[src/rtl/shift_register_pkg.sv]
// Shared definitions for the universal shift register.
// Holds the mode encoding used by the RTL and by the benches.
package shift_register_pkg;

    localparam int MODE_W = 3;
    typedef logic [MODE_W-1:0] mode_t;

    localparam mode_t MODE_HOLD  = 3'b000;
    localparam mode_t MODE_SHL   = 3'b001;
    localparam mode_t MODE_SHR   = 3'b010;
    localparam mode_t MODE_ROL   = 3'b011;
    localparam mode_t MODE_ROR   = 3'b100;
    localparam mode_t MODE_LOAD  = 3'b101;
    localparam mode_t MODE_CLEAR = 3'b110;
    // 3'b111 is reserved and behaves as HOLD.

    // True for the four modes that move bits and advance the word counter.
    function automatic logic is_shift_op(input mode_t m);
        return (m == MODE_SHL) || (m == MODE_SHR) ||
               (m == MODE_ROL) || (m == MODE_ROR);
    endfunction

endpackage

[src/rtl/shift_register_univ_if.sv]
// Control/data bundle for shift_register_univ.
//   en, mode, ser_in_lsb, ser_in_msb, par_in : driven by the master
//   par_out, ser_out_msb, ser_out_lsb,
//   shift_cnt, word_done                     : driven by the shift register
interface shift_register_univ_if #(
    parameter int WIDTH = 8
);
    import shift_register_pkg::*;

    localparam int CNT_W = $clog2(WIDTH + 1);

    logic              en;
    mode_t             mode;
    logic              ser_in_lsb;
    logic              ser_in_msb;
    logic [WIDTH-1:0]  par_in;
    logic [WIDTH-1:0]  par_out;
    logic              ser_out_msb;
    logic              ser_out_lsb;
    logic [CNT_W-1:0]  shift_cnt;
    logic              word_done;

    modport master (
        output en, mode, ser_in_lsb, ser_in_msb, par_in,
        input  par_out, ser_out_msb, ser_out_lsb, shift_cnt, word_done
    );

    modport slave (
        input  en, mode, ser_in_lsb, ser_in_msb, par_in,
        output par_out, ser_out_msb, ser_out_lsb, shift_cnt, word_done
    );

endinterface

[src/rtl/shift_word_counter.sv]
// Counts shift operations within a word and pulses done for one cycle
// after WIDTH of them have completed.
//   clk, reset_n : clock, async active-low reset
//   shift_op     : a shift/rotate happens this edge
//   restart      : LOAD/CLEAR this edge, forces the count back to 0
//   cnt          : shifts since last restart or wrap
//   done         : registered one-cycle wrap pulse
module shift_word_counter #(
    parameter int WIDTH = 8,
    parameter int CNT_W = $clog2(WIDTH + 1)
) (
    input  logic             clk,
    input  logic             reset_n,
    input  logic             shift_op,
    input  logic             restart,
    output logic [CNT_W-1:0] cnt,
    output logic             done
);

    localparam logic [CNT_W-1:0] LAST = CNT_W'(WIDTH - 1);

    always_ff @(posedge clk or negedge reset_n) begin
        if (!reset_n) begin
            cnt  <= '0;
            done <= 1'b0;
        end else if (restart) begin
            // Restart wins even on the edge that would have wrapped.
            cnt  <= '0;
            done <= 1'b0;
        end else if (shift_op) begin
            if (cnt == LAST) begin
                cnt  <= '0;
                done <= 1'b1;
            end else begin
                cnt  <= cnt + CNT_W'(1);
                done <= 1'b0;
            end
        end else begin
            done <= 1'b0;
        end
    end

endmodule

[src/rtl/shift_register_univ.sv]
// Universal WIDTH-bit shift register: shift left/right with serial fill,
// rotate left/right, parallel load, synchronous clear, plus a word counter.
//   clk, reset_n : clock, async active-low reset
//   bus (slave)  : en/mode/serial and parallel inputs; par_out, serial
//                  taps, shift_cnt and word_done outputs
module shift_register_univ
    import shift_register_pkg::*;
#(
    parameter int               WIDTH     = 8,
    parameter logic [WIDTH-1:0] RESET_VAL = '0
) (
    input  logic                  clk,
    input  logic                  reset_n,
    shift_register_univ_if.slave  bus
);

    localparam int CNT_W = $clog2(WIDTH + 1);

    logic [WIDTH-1:0] q, q_nxt;
    logic             shift_op, restart;
    logic [CNT_W-1:0] cnt;
    logic             done;

    always_comb begin
        q_nxt = q;
        if (bus.en) begin
            case (bus.mode)
                MODE_SHL:   q_nxt = {q[WIDTH-2:0], bus.ser_in_lsb};
                MODE_SHR:   q_nxt = {bus.ser_in_msb, q[WIDTH-1:1]};
                MODE_ROL:   q_nxt = {q[WIDTH-2:0], q[WIDTH-1]};
                MODE_ROR:   q_nxt = {q[0], q[WIDTH-1:1]};
                MODE_LOAD:  q_nxt = bus.par_in;
                MODE_CLEAR: q_nxt = RESET_VAL;
                default:    q_nxt = q;   // HOLD and reserved
            endcase
        end
    end

    always_ff @(posedge clk or negedge reset_n) begin
        if (!reset_n) q <= RESET_VAL;
        else          q <= q_nxt;
    end

    assign shift_op = bus.en && is_shift_op(bus.mode);
    assign restart  = bus.en && ((bus.mode == MODE_LOAD) || (bus.mode == MODE_CLEAR));

    shift_word_counter #(
        .WIDTH (WIDTH),
        .CNT_W (CNT_W)
    ) u_cnt (
        .clk      (clk),
        .reset_n  (reset_n),
        .shift_op (shift_op),
        .restart  (restart),
        .cnt      (cnt),
        .done     (done)
    );

    assign bus.par_out     = q;
    assign bus.ser_out_msb = q[WIDTH-1];
    assign bus.ser_out_lsb = q[0];
    assign bus.shift_cnt   = cnt;
    assign bus.word_done   = done;

endmodule

[src/flat_wrapper.sv]
// flat-port wrapper written by rule: the top's interface ports become plain ports
module shift_register_univ_flat import shift_register_pkg::*;
#(
    parameter int               WIDTH     = 8,
    parameter logic [WIDTH-1:0] RESET_VAL = '0
)
  (clk, reset_n, bus_en, bus_mode, bus_ser_in_lsb, bus_ser_in_msb, bus_par_in, bus_par_out, bus_ser_out_msb, bus_ser_out_lsb, bus_shift_cnt, bus_word_done);
  shift_register_univ_if #(.WIDTH(WIDTH)) bus_i ();
  input  logic clk;
  input  logic reset_n;
  input wire logic [$bits(bus_i.en)-1:0] bus_en;
  input wire logic [$bits(bus_i.mode)-1:0] bus_mode;
  input wire logic [$bits(bus_i.ser_in_lsb)-1:0] bus_ser_in_lsb;
  input wire logic [$bits(bus_i.ser_in_msb)-1:0] bus_ser_in_msb;
  input wire logic [$bits(bus_i.par_in)-1:0] bus_par_in;
  output wire logic [$bits(bus_i.par_out)-1:0] bus_par_out;
  output wire logic [$bits(bus_i.ser_out_msb)-1:0] bus_ser_out_msb;
  output wire logic [$bits(bus_i.ser_out_lsb)-1:0] bus_ser_out_lsb;
  output wire logic [$bits(bus_i.shift_cnt)-1:0] bus_shift_cnt;
  output wire logic [$bits(bus_i.word_done)-1:0] bus_word_done;
  assign bus_i.en = bus_en;
  assign bus_i.mode = bus_mode;
  assign bus_i.ser_in_lsb = bus_ser_in_lsb;
  assign bus_i.ser_in_msb = bus_ser_in_msb;
  assign bus_i.par_in = bus_par_in;
  assign bus_par_out = bus_i.par_out;
  assign bus_ser_out_msb = bus_i.ser_out_msb;
  assign bus_ser_out_lsb = bus_i.ser_out_lsb;
  assign bus_shift_cnt = bus_i.shift_cnt;
  assign bus_word_done = bus_i.word_done;
  shift_register_univ #(.WIDTH(WIDTH), .RESET_VAL(RESET_VAL)) u_core (.clk(clk), .reset_n(reset_n), .bus(bus_i));
endmodule
[config.mk]
export PLATFORM = sky130hd
export DESIGN_NAME = shift_register_univ_flat
export DESIGN_NICKNAME = d
export VERILOG_FILES = /design/src/rtl/shift_register_pkg.sv /design/src/rtl/shift_register_univ_if.sv /design/src/rtl/shift_word_counter.sv /design/src/rtl/shift_register_univ.sv /design/src/flat_wrapper.sv
export SDC_FILE = /design/constraint.sdc
export NUM_CORES = 1
export LEC_CHECK = 0
export ABC_AREA = 0
export CAP_MARGIN = 20
export CORE_UTILIZATION = 45
export DETAILED_ROUTE_END_ITERATION = 8
export PLACE_DENSITY = 0.74
export SETUP_SLACK_MARGIN = 0.4
export SYNTH_ARGS = -nofsm -noshare
export SYNTH_HDL_FRONTEND = slang
export SYNTH_SLANG_ARGS = --single-unit
[constraint.sdc]
create_clock -name clk -period 2 [get_ports clk]
set_clock_uncertainty 0.15 [all_clocks]
set_input_delay 0.3 -clock clk [delete_from_list [all_inputs] [get_ports clk]]
set_output_delay 0.3 -clock clk [all_outputs]
set_load 0.02 [all_outputs]
Word level (Yosys, flattened, before mapping)
Cells that the tools add are included.
{"block": "totals", "regBits": 13, "inputBits": 16, "output_inout_bits": 15, "wordCells": 27}
{"block": "classes", "n_addsub": 1, "n_eq_ne": 7, "n_mux": 7, "n_reduce_logical": 9}
{"op": "$pmux W8 S6", "n": 1}
{"op": "$mux W4", "n": 3}
{"op": "$eq A3 B3 Y1 const B", "n": 3}
{"op": "$eq A3 B2 Y1 const B", "n": 2}
{"op": "$reduce_bool A6 Y1", "n": 1}
{"op": "$add A4 B1 Y4 const B", "n": 1}
{"op": "$eq A4 B3 Y1 const B", "n": 1}
{"op": "$logic_or A1 B1 Y1", "n": 4}
{"op": "$eq A3 B1 Y1 const B", "n": 1}
{"op": "$mux W1", "n": 3}
{"op": "$logic_and A1 B1 Y1", "n": 2}
{"op": "$reduce_and A2 Y1", "n": 1}
{"op": "$reduce_bool A2 Y1", "n": 1}

Depth between registers and ports, before layout
Gate-level depths: netlist of the first run.
{"block": "logic_depth", "depth_word": 7, "depth_mapped": 6, "depth_no_buf": 5}

Cells and area by module
Synthesis of the first run repeated with hierarchy kept, for this count alone.
{"block": "unflattened", "hier_cells": 90, "hier_area_um2": 842.1}
{"module": "shift_register_univ", "n_inst": 1, "cells_per_inst": 69, "area_per_inst_um2": 588.1, "seq_area_each_um2": 200.2}
{"module": "shift_word_counter", "n_inst": 1, "cells_per_inst": 21, "area_per_inst_um2": 254.0, "seq_area_each_um2": 125.1}

Least setup slack after synthesis of the first run
Ideal clock, no wire load.
{"block": "synth_path", "path_kind": "register to register", "from": "register u_core.u_cnt.cnt[0]", "to": "register u_core.u_cnt.cnt[3]", "setup_ns": 0.064, "t_arrival_ns": 1.303, "setup_slack_ns": 0.482, "stages_incl_launch_ff": 5, "cell_sequence": "dfrtp_1 ha_1 or3_1 a21oi_1 a21o_1"}
{"block": "synth_via", "elab_chain_len": 4, "elab_cells_between_ends": 5, "cone_classes": "add/sub (1); eq/ne (1); mux (3)"}
{"item": "start, declared", "line_no": "shift_word_counter.sv:16", "text": "output logic [CNT_W-1:0] cnt,"}
{"item": "start signal, assigned", "line_no": "shift_word_counter.sv:35", "text": "cnt <= cnt + CNT_W'(1);"}
{"item": "$add A4 B1 Y4 / $eq A4 B3 Y1 (equally long branches)", "line_no": "shift_word_counter.sv:35, shift_word_counter.sv:31"}
{"item": "$mux W4 (*)", "line_no": "shift_word_counter.sv:31", "text": "if (cnt == LAST) begin"}
{"item": "$mux W4 (*)", "line_no": "shift_word_counter.sv:30", "text": "end else if (shift_op) begin"}
{"item": "$mux W4 (*)", "line_no": "shift_word_counter.sv:26", "text": "end else if (restart) begin"}
Mark *: on every way between the ends. The rest lies on a longest branch, timed or not. The select of a mux whose other input is x is not followed.
A chain may end at the register's enable or synchronous reset.

Worst setup path after layout of the first run
{"block": "layout_path", "from": "register u_core.u_cnt.cnt[2]", "to": "output bus_shift_cnt[2]"}
{"item": "end, declared", "line_no": "flat_wrapper.sv:19", "text": "output wire logic [$bits(bus_i.shift_cnt)-1:0] bus_shift_cnt;"}
No word-level cell between the ends.

==> results.toml, run 1 <==
[power_and_ir_drop]
power.share.clock_pct = 16.4
p_sw_uw = 403
p_per_area_mw_per_mm2 = 748
power_leakage_uw = 0.000636
internal-power_uw = 607
p_sw_share_pct = 39.9
pwr-share-seq_pct = 38.2
pwr-share-comb_pct = 45.5
ir_drop_v = 0.000519

[timing]
timing.fmax_mhz = 654
tns_ps = 0
timing.final.max_slew_violations = 0
period_share_pct = 76.5
relSlewSlack_pct = 58.4
rsz0062_at_grt = "true"
timing.final.crit_period_ps = 1530
holdWs_ps = 249
finalSetupViolCount = 0
hold_viol = 0
worst_pin_slew_ps = 622

[finish]
finalInstanceArea_mm2 = 0.00135
layout.cells.non_filler = 167
nNetsFinal = 158
final_cell_mix = "17 x dlygate4sd2_1, 13 x dfrtp_1, 12 x clkdlybuf4s50_1"
antenna_cells_inserted = 0
area_delta_synth_final_pct = 36.2
layout_commonest_cell = "dlygate4sd2_1"
fin_util_pct = 66.8
layout-drive-gt1-share_pct = 17.9

[setup_path]
start_kind = "flip-flop"
crit_family = "flip-flops"
required_ps = 1550
reg2reg_to = "u_core.u_cnt.cnt[3]$_DFFE_PN0P_"
cpMaxStageDelayCell = "dfrtp_1"
end_kind = "primary output"
r2r_start = "u_core.u_cnt.cnt[1]$_DFFE_PN0P_"
worstPathCellList = "dlygate4sd2_1"
path_buf_inv = 1
rrSetupSlack_ps = 490
path_class = "flip-flop to primary output"
rr_worst_depth = 4
worst_ep_arrival_time_ps = 1080
slowest_delay_ps = 440
crit_fanout = 6

[global_route]
antenna_found_initial = 0
grt-ovfl-total = 0
grtUsageTotal_pct = 23.5
grt_pass1_wl_um = 4370
grt_pass1_vias = 921
grt_max_degree = 18

[logic_synthesis]
synth_cell_type_count = 38
syn-num-nets = 126
yosysTopAreaCell = "dfrtp_1"
synth_area_leaders = "dfrtp_1 33%, maj3_2 6.8%, o221ai_1 5.3%"
yosys_warnings = 0
postSynthAreaPerCell_um2 = 9.10
ys_seq_area_share_pct = 32.8
synth-seq-cells = 13
synth_top_area_share_pct = 32.8
syn_inst = 109
synth_area_um2 = 992

[clock_network]
clock_latency_ps = 280
clkTransAtPathRegs_ps = 90
htreeDepth = 1
clockRootBuffer = "clkbuf_4"
cts_tree = "done"
cts_sinks = 13
cts_hold_buf = 0
cts_max_path_buffers = 2
cts_buffers = 3

[routing]
routed_wl_um = 2490
drt_first_pass_iters = 4
drt_iter0_drc = 17
wl_per_cell_um = 14.9
num_vias = 957
viasPerCell = 5.73
antenna_left = 0
drc = 0

[outcome]
status = "complete, no violations"

[floorplan]
start_util_pct = 49.1
num_rows = 16
dieArea_mm2 = 0.00240
fp.dieW_um = 49.0
core_mm2 = 0.00202
dieHeight_um = 49.0
io_pins = 31

[placement]
place_congestion = 0.762
place_inst = 163
port_buffers = 30
dp_hpwl_um = 1800
placed_area_mm2 = 0.00132

[worst_hold_path]
hold_path_class = "input pin to async pin"

[flow_run]
max-cap-violations = 0
[area by class of cell]
class,count,area (um^2)
sequential,13,325
timing repair buffer,39,365
clock buffer,4,26.3
multi-input combinational,77,574
inverter,7,26.3
fill,175,671
tap,27,33.8
[how the worst max path moves through the flow]
| stage | start | endpoint | cells past startpoint |
|---|---|---|---|
| after floorplan | u_core.u_cnt.cnt[0]$_DFFE_PN0P_ | u_core.u_cnt.cnt[3]$_DFFE_PN0P_ | 4 |
| after global placement | bus_mode[0] | u_core.bus.par_out[7]$_DFFE_PN0P_ | 6 |
| after detailed placement | bus_mode[0] | u_core.bus.par_out[0]$_DFFE_PN0P_ | 4 |
| after CTS | bus_mode[1] | u_core.bus.par_out[6]$_DFFE_PN0P_ | 5 |
| after global routing | u_core.u_cnt.cnt[1]$_DFFE_PN0P_ | u_core.u_cnt.cnt[3]$_DFFE_PN0P_ | 4 |
| final | u_core.u_cnt.cnt[2]$_DFFE_PN0P_ | bus_shift_cnt[2] | 1 |
[cell families after synthesis]
group	share of synthesized area, %
mux	2.14
flops	32.8
simple gates	14.0
fa+ha+maj	9.08
compound gates	30.4
buf+inv	11.6
[per-layer routing]
metal	wire length (um)	vias to the layer above	track usage (%)
met5	0	-	0
met4	7	0	2.94
met3	137	2	7.17
met2	1250	27	39.1
met1	1100	457	30.5
li1	-	471	-
[power groups by stage]
stage	clock, uW	combinational, uW	sequential (uW)
finish	166	460	386
CTS	173	462	383
detailed placement	0	500	390
global route	180	499	396
floorplan	0	231	448
global placement	0	489	388
[per-stage QoR]
step	total power, uW	setup WS (ps)
5_1_grt	1080	354
3_3_place_gp	876	101
3_5_place_dp	890	62.6
2_1_floorplan	679	482
4_1_cts	1020	422
6_report	1010	470
[sequential cells by signal (all words and copies together) (netlist names)]
signal              flops
u_core.u_cnt.done       1
u_core.bus.par_out      8
u_core.u_cnt.cnt        4
[cell usage after synthesis, drive strengths merged]
cell type and instances:
dfrtp 13, buf 11, a21oi 8, inv 7, maj3 7, nand2 6
nand3 6, o21ai 6, o221ai 6, nor2 5, o211a 5, a211oi 4
nand2b 3, a22o 2, nor2b 2, o211ai 2, or3 2, a21o 1
a31oi 1, a32oi 1, and3 1, clkbuf 1, ha 1, mux2 1
mux2i 1, nand3b 1, nor3 1, o21a 1, o21bai 1, o311ai 1
o31ai 1
[worst reg2reg max path: stages (launching register included)]
cell and delay [ps]:
dfrtp_1 440, ha_1 260, or3_1 380, a21oi_1 130
a21o_1 90
[repair_timing]
action | CTS | global route
resized for setup | 22 | 2
setup endpoints to repair | 24 | 8
pin swaps | 0 | 0
buffers inserted | 0 | 0
No activity file was read; power rests on OpenSTA's default activity.
==> run 2: changes to the inputs <==
--- a/config.mk
+++ b/config.mk
@@ -7,9 +7,9 @@
 export LEC_CHECK = 0
 export ABC_AREA = 0
 export CAP_MARGIN = 20
-export CORE_UTILIZATION = 45
+export CORE_UTILIZATION = 41
 export DETAILED_ROUTE_END_ITERATION = 8
-export PLACE_DENSITY = 0.74
+export PLACE_DENSITY = 0.71
 export SETUP_SLACK_MARGIN = 0.4
 export SYNTH_ARGS = -nofsm -noshare
 export SYNTH_HDL_FRONTEND = slang
==> constraint.sdc (replaced) <==
create_clock -name clk -period 1.25 [get_ports clk]
set_clock_uncertainty 0.15 [all_clocks]
set_input_delay 0.1875 -clock clk [delete_from_list [all_inputs] [get_ports clk]]
set_output_delay 0.1875 -clock clk [all_outputs]
set_load 0.02 [all_outputs]
==> results.toml, run 2 (same netlist as run 1, synthesis figures left out) <==
[timing]
timing.final.max_slew_violations = 0
relSlewSlack_pct = 83.0
period_share_pct = 112
holdWs_ps = 51.0
timing.fmax_mhz = 712
tns_ps = -1130
finalSetupViolCount = 17
setup_slack_ps = -155
worst_pin_slew_ps = 254
hold_viol = 0
timing.final.crit_period_ps = 1400
rsz0062_at_grt = "true"

[clock_network]
clkTransAtPathRegs_ps = 90
cts_buffers = 3
clock_latency_ps = 280
cts_sinks = 13
cts_max_path_buffers = 2
htreeDepth = 1
cts_tree = "done"
clockRootBuffer = "clkbuf_4"

[setup_path]
slowest_delay_ps = 470
end_kind = "flip-flop"
critPathLaunch = "u_core.u_cnt.cnt[1]$_DFFE_PN0P_"
r2r_start = "u_core.u_cnt.cnt[1]$_DFFE_PN0P_"
crit_fanout = 4
worst_ep_arrival_time_ps = 1470
start_kind = "flip-flop"
cpMaxStageDelayCell = "dfrtp_2"
required_ps = 1320
path_class = "flip-flop to flip-flop"
worstPathCellList = "ha_4, or3_1, a21oi_2, a21o_1"

[global_route]
grtUsageTotal_pct = 25.2
grt-ovfl-total = 0
grt_pass1_wl_um = 4820
grt_max_degree = 17
antenna_found_initial = 0
grt_pass1_vias = 1078

[floorplan]
num_rows = 17
dieArea_mm2 = 0.00262
core_mm2 = 0.00225
start_util_pct = 44.0
io_pins = 31
dieHeight_um = 51.2
fp.dieW_um = 51.2

[power_and_ir_drop]
p_sw_share_pct = 37.1
p_per_area_mw_per_mm2 = 1260
pwr-share-comb_pct = 56.9
p_sw_uw = 794
power.share.clock_pct = 12.8
internal-power_uw = 1350
pwr-share-seq_pct = 30.4
power_leakage_uw = 0.000783
ir_drop_v = 0.000997

[finish]
layout.cells.non_filler = 199
fin_util_pct = 75.3
multiInputGateArea_um2 = 624
area_delta_synth_final_pct = 71.1
layout-drive-gt1-share_pct = 56.7
nNetsFinal = 189
layout_commonest_cell = "buf_4"
largest_reg_flops = 8
antenna_cells_inserted = 0
final_cell_mix = "30 x buf_4, 24 x buf_6, 11 x clkdlybuf4s50_1, 11 x dfrtp_2, 7 x maj3_2"
fillers = 169
finalInstanceArea_mm2 = 0.00170
seq_area_um2 = 339

[worst_hold_path]
hold_path_class = "input pin to async pin"

[routing]
wl_per_cell_um = 15.7
drt_first_pass_iters = 4
num_vias = 1113
drc = 0
drt_iter0_drc = 21
viasPerCell = 5.59
routed_wl_um = 3130
antenna_left = 0

[placement]
placed_area_mm2 = 0.00146
port_buffers = 30
place_congestion = 0.858
dp_hpwl_um = 1980
place_inst = 180

[flow_run]
max-cap-violations = 0

[outcome]
status = "finished with violations"
violations = "setup timing"
-- run 2: cell types whose count changed in the layout (fill, tap and decap cells not counted), sizes merged --
| cell | delta |
|---|---|
| buf | +45 |
| clkdlybuf4s50 | -1 |
| dlygate4sd2 | -14 |
| nand3 | +1 |
-- run 2: power groups by stage --
stage / clock network [uW] / logic (uW) / registers (uW)
detailed placement: 0 / 962 / 649
finish: 273 / 1220 / 650
global route: 301 / 1310 / 661
floorplan: 0 / 399 / 756
global placement: 0 / 943 / 648
CTS: 281 / 1140 / 648
-- run 2: through the flow --
step,setup WS [ps],total power [uW]
2_1_floorplan,-131,1150
3_3_place_gp,-569,1590
3_5_place_dp,-585,1610
4_1_cts,-134,2070
5_1_grt,-182,2270
6_report,-155,2140
-- run 2: final timing paths --
path | cells past startpoint | endpoint | slack [ps]
max reg2reg | 4 | u_core.u_cnt.cnt[3]$_DFFE_PN0P_ | -150
max in group asynchronous | 2 | u_core.bus.par_out[6]$_DFFE_PN0P_ | 700
min in group clk | 3 | u_core.bus.par_out[5]$_DFFE_PN0P_ | 190
min reg2reg | 2 | u_core.bus.par_out[4]$_DFFE_PN0P_ | 420
max | 4 | u_core.u_cnt.cnt[3]$_DFFE_PN0P_ | -150
min | 2 | u_core.u_cnt.cnt[1]$_DFFE_PN0P_ | 50
-- run 2: metal layers --
layer	track usage, %	up-vias	wire, um
li1	-	534	-
met1	33.3	539	1360
met2	39.0	36	1550
met3	7.44	4	183
met4	8.33	0	42
met5	0	-	0
-- run 2: layout make-up --
cell class | instances | area share [%]
timing repair buffer | 69 | 38.0
multi-input combinational | 78 | 36.8
sequential | 13 | 20.0
tap | 28 | 2.06
inverter | 7 | 1.69
clock buffer | 4 | 1.55
-- run 2: worst max-delay path, delay by kind of cell, from the launching register on --
family | cells | cell delay (ps)
AOI/OAI and AO/OA | 2 | 220
DFF | 1 | 470
and+or+nand+nor | 1 | 320
adders and majority gates | 1 | 180
-- run 2: what timing repair did --
action	4_1_cts	5_1_grt
gates resized for setup	101	13
buffers inserted	10	4
pin swaps	10	8
endpoints found under the setup margin	28	28
cloned	0	1
hold buffers	0	0
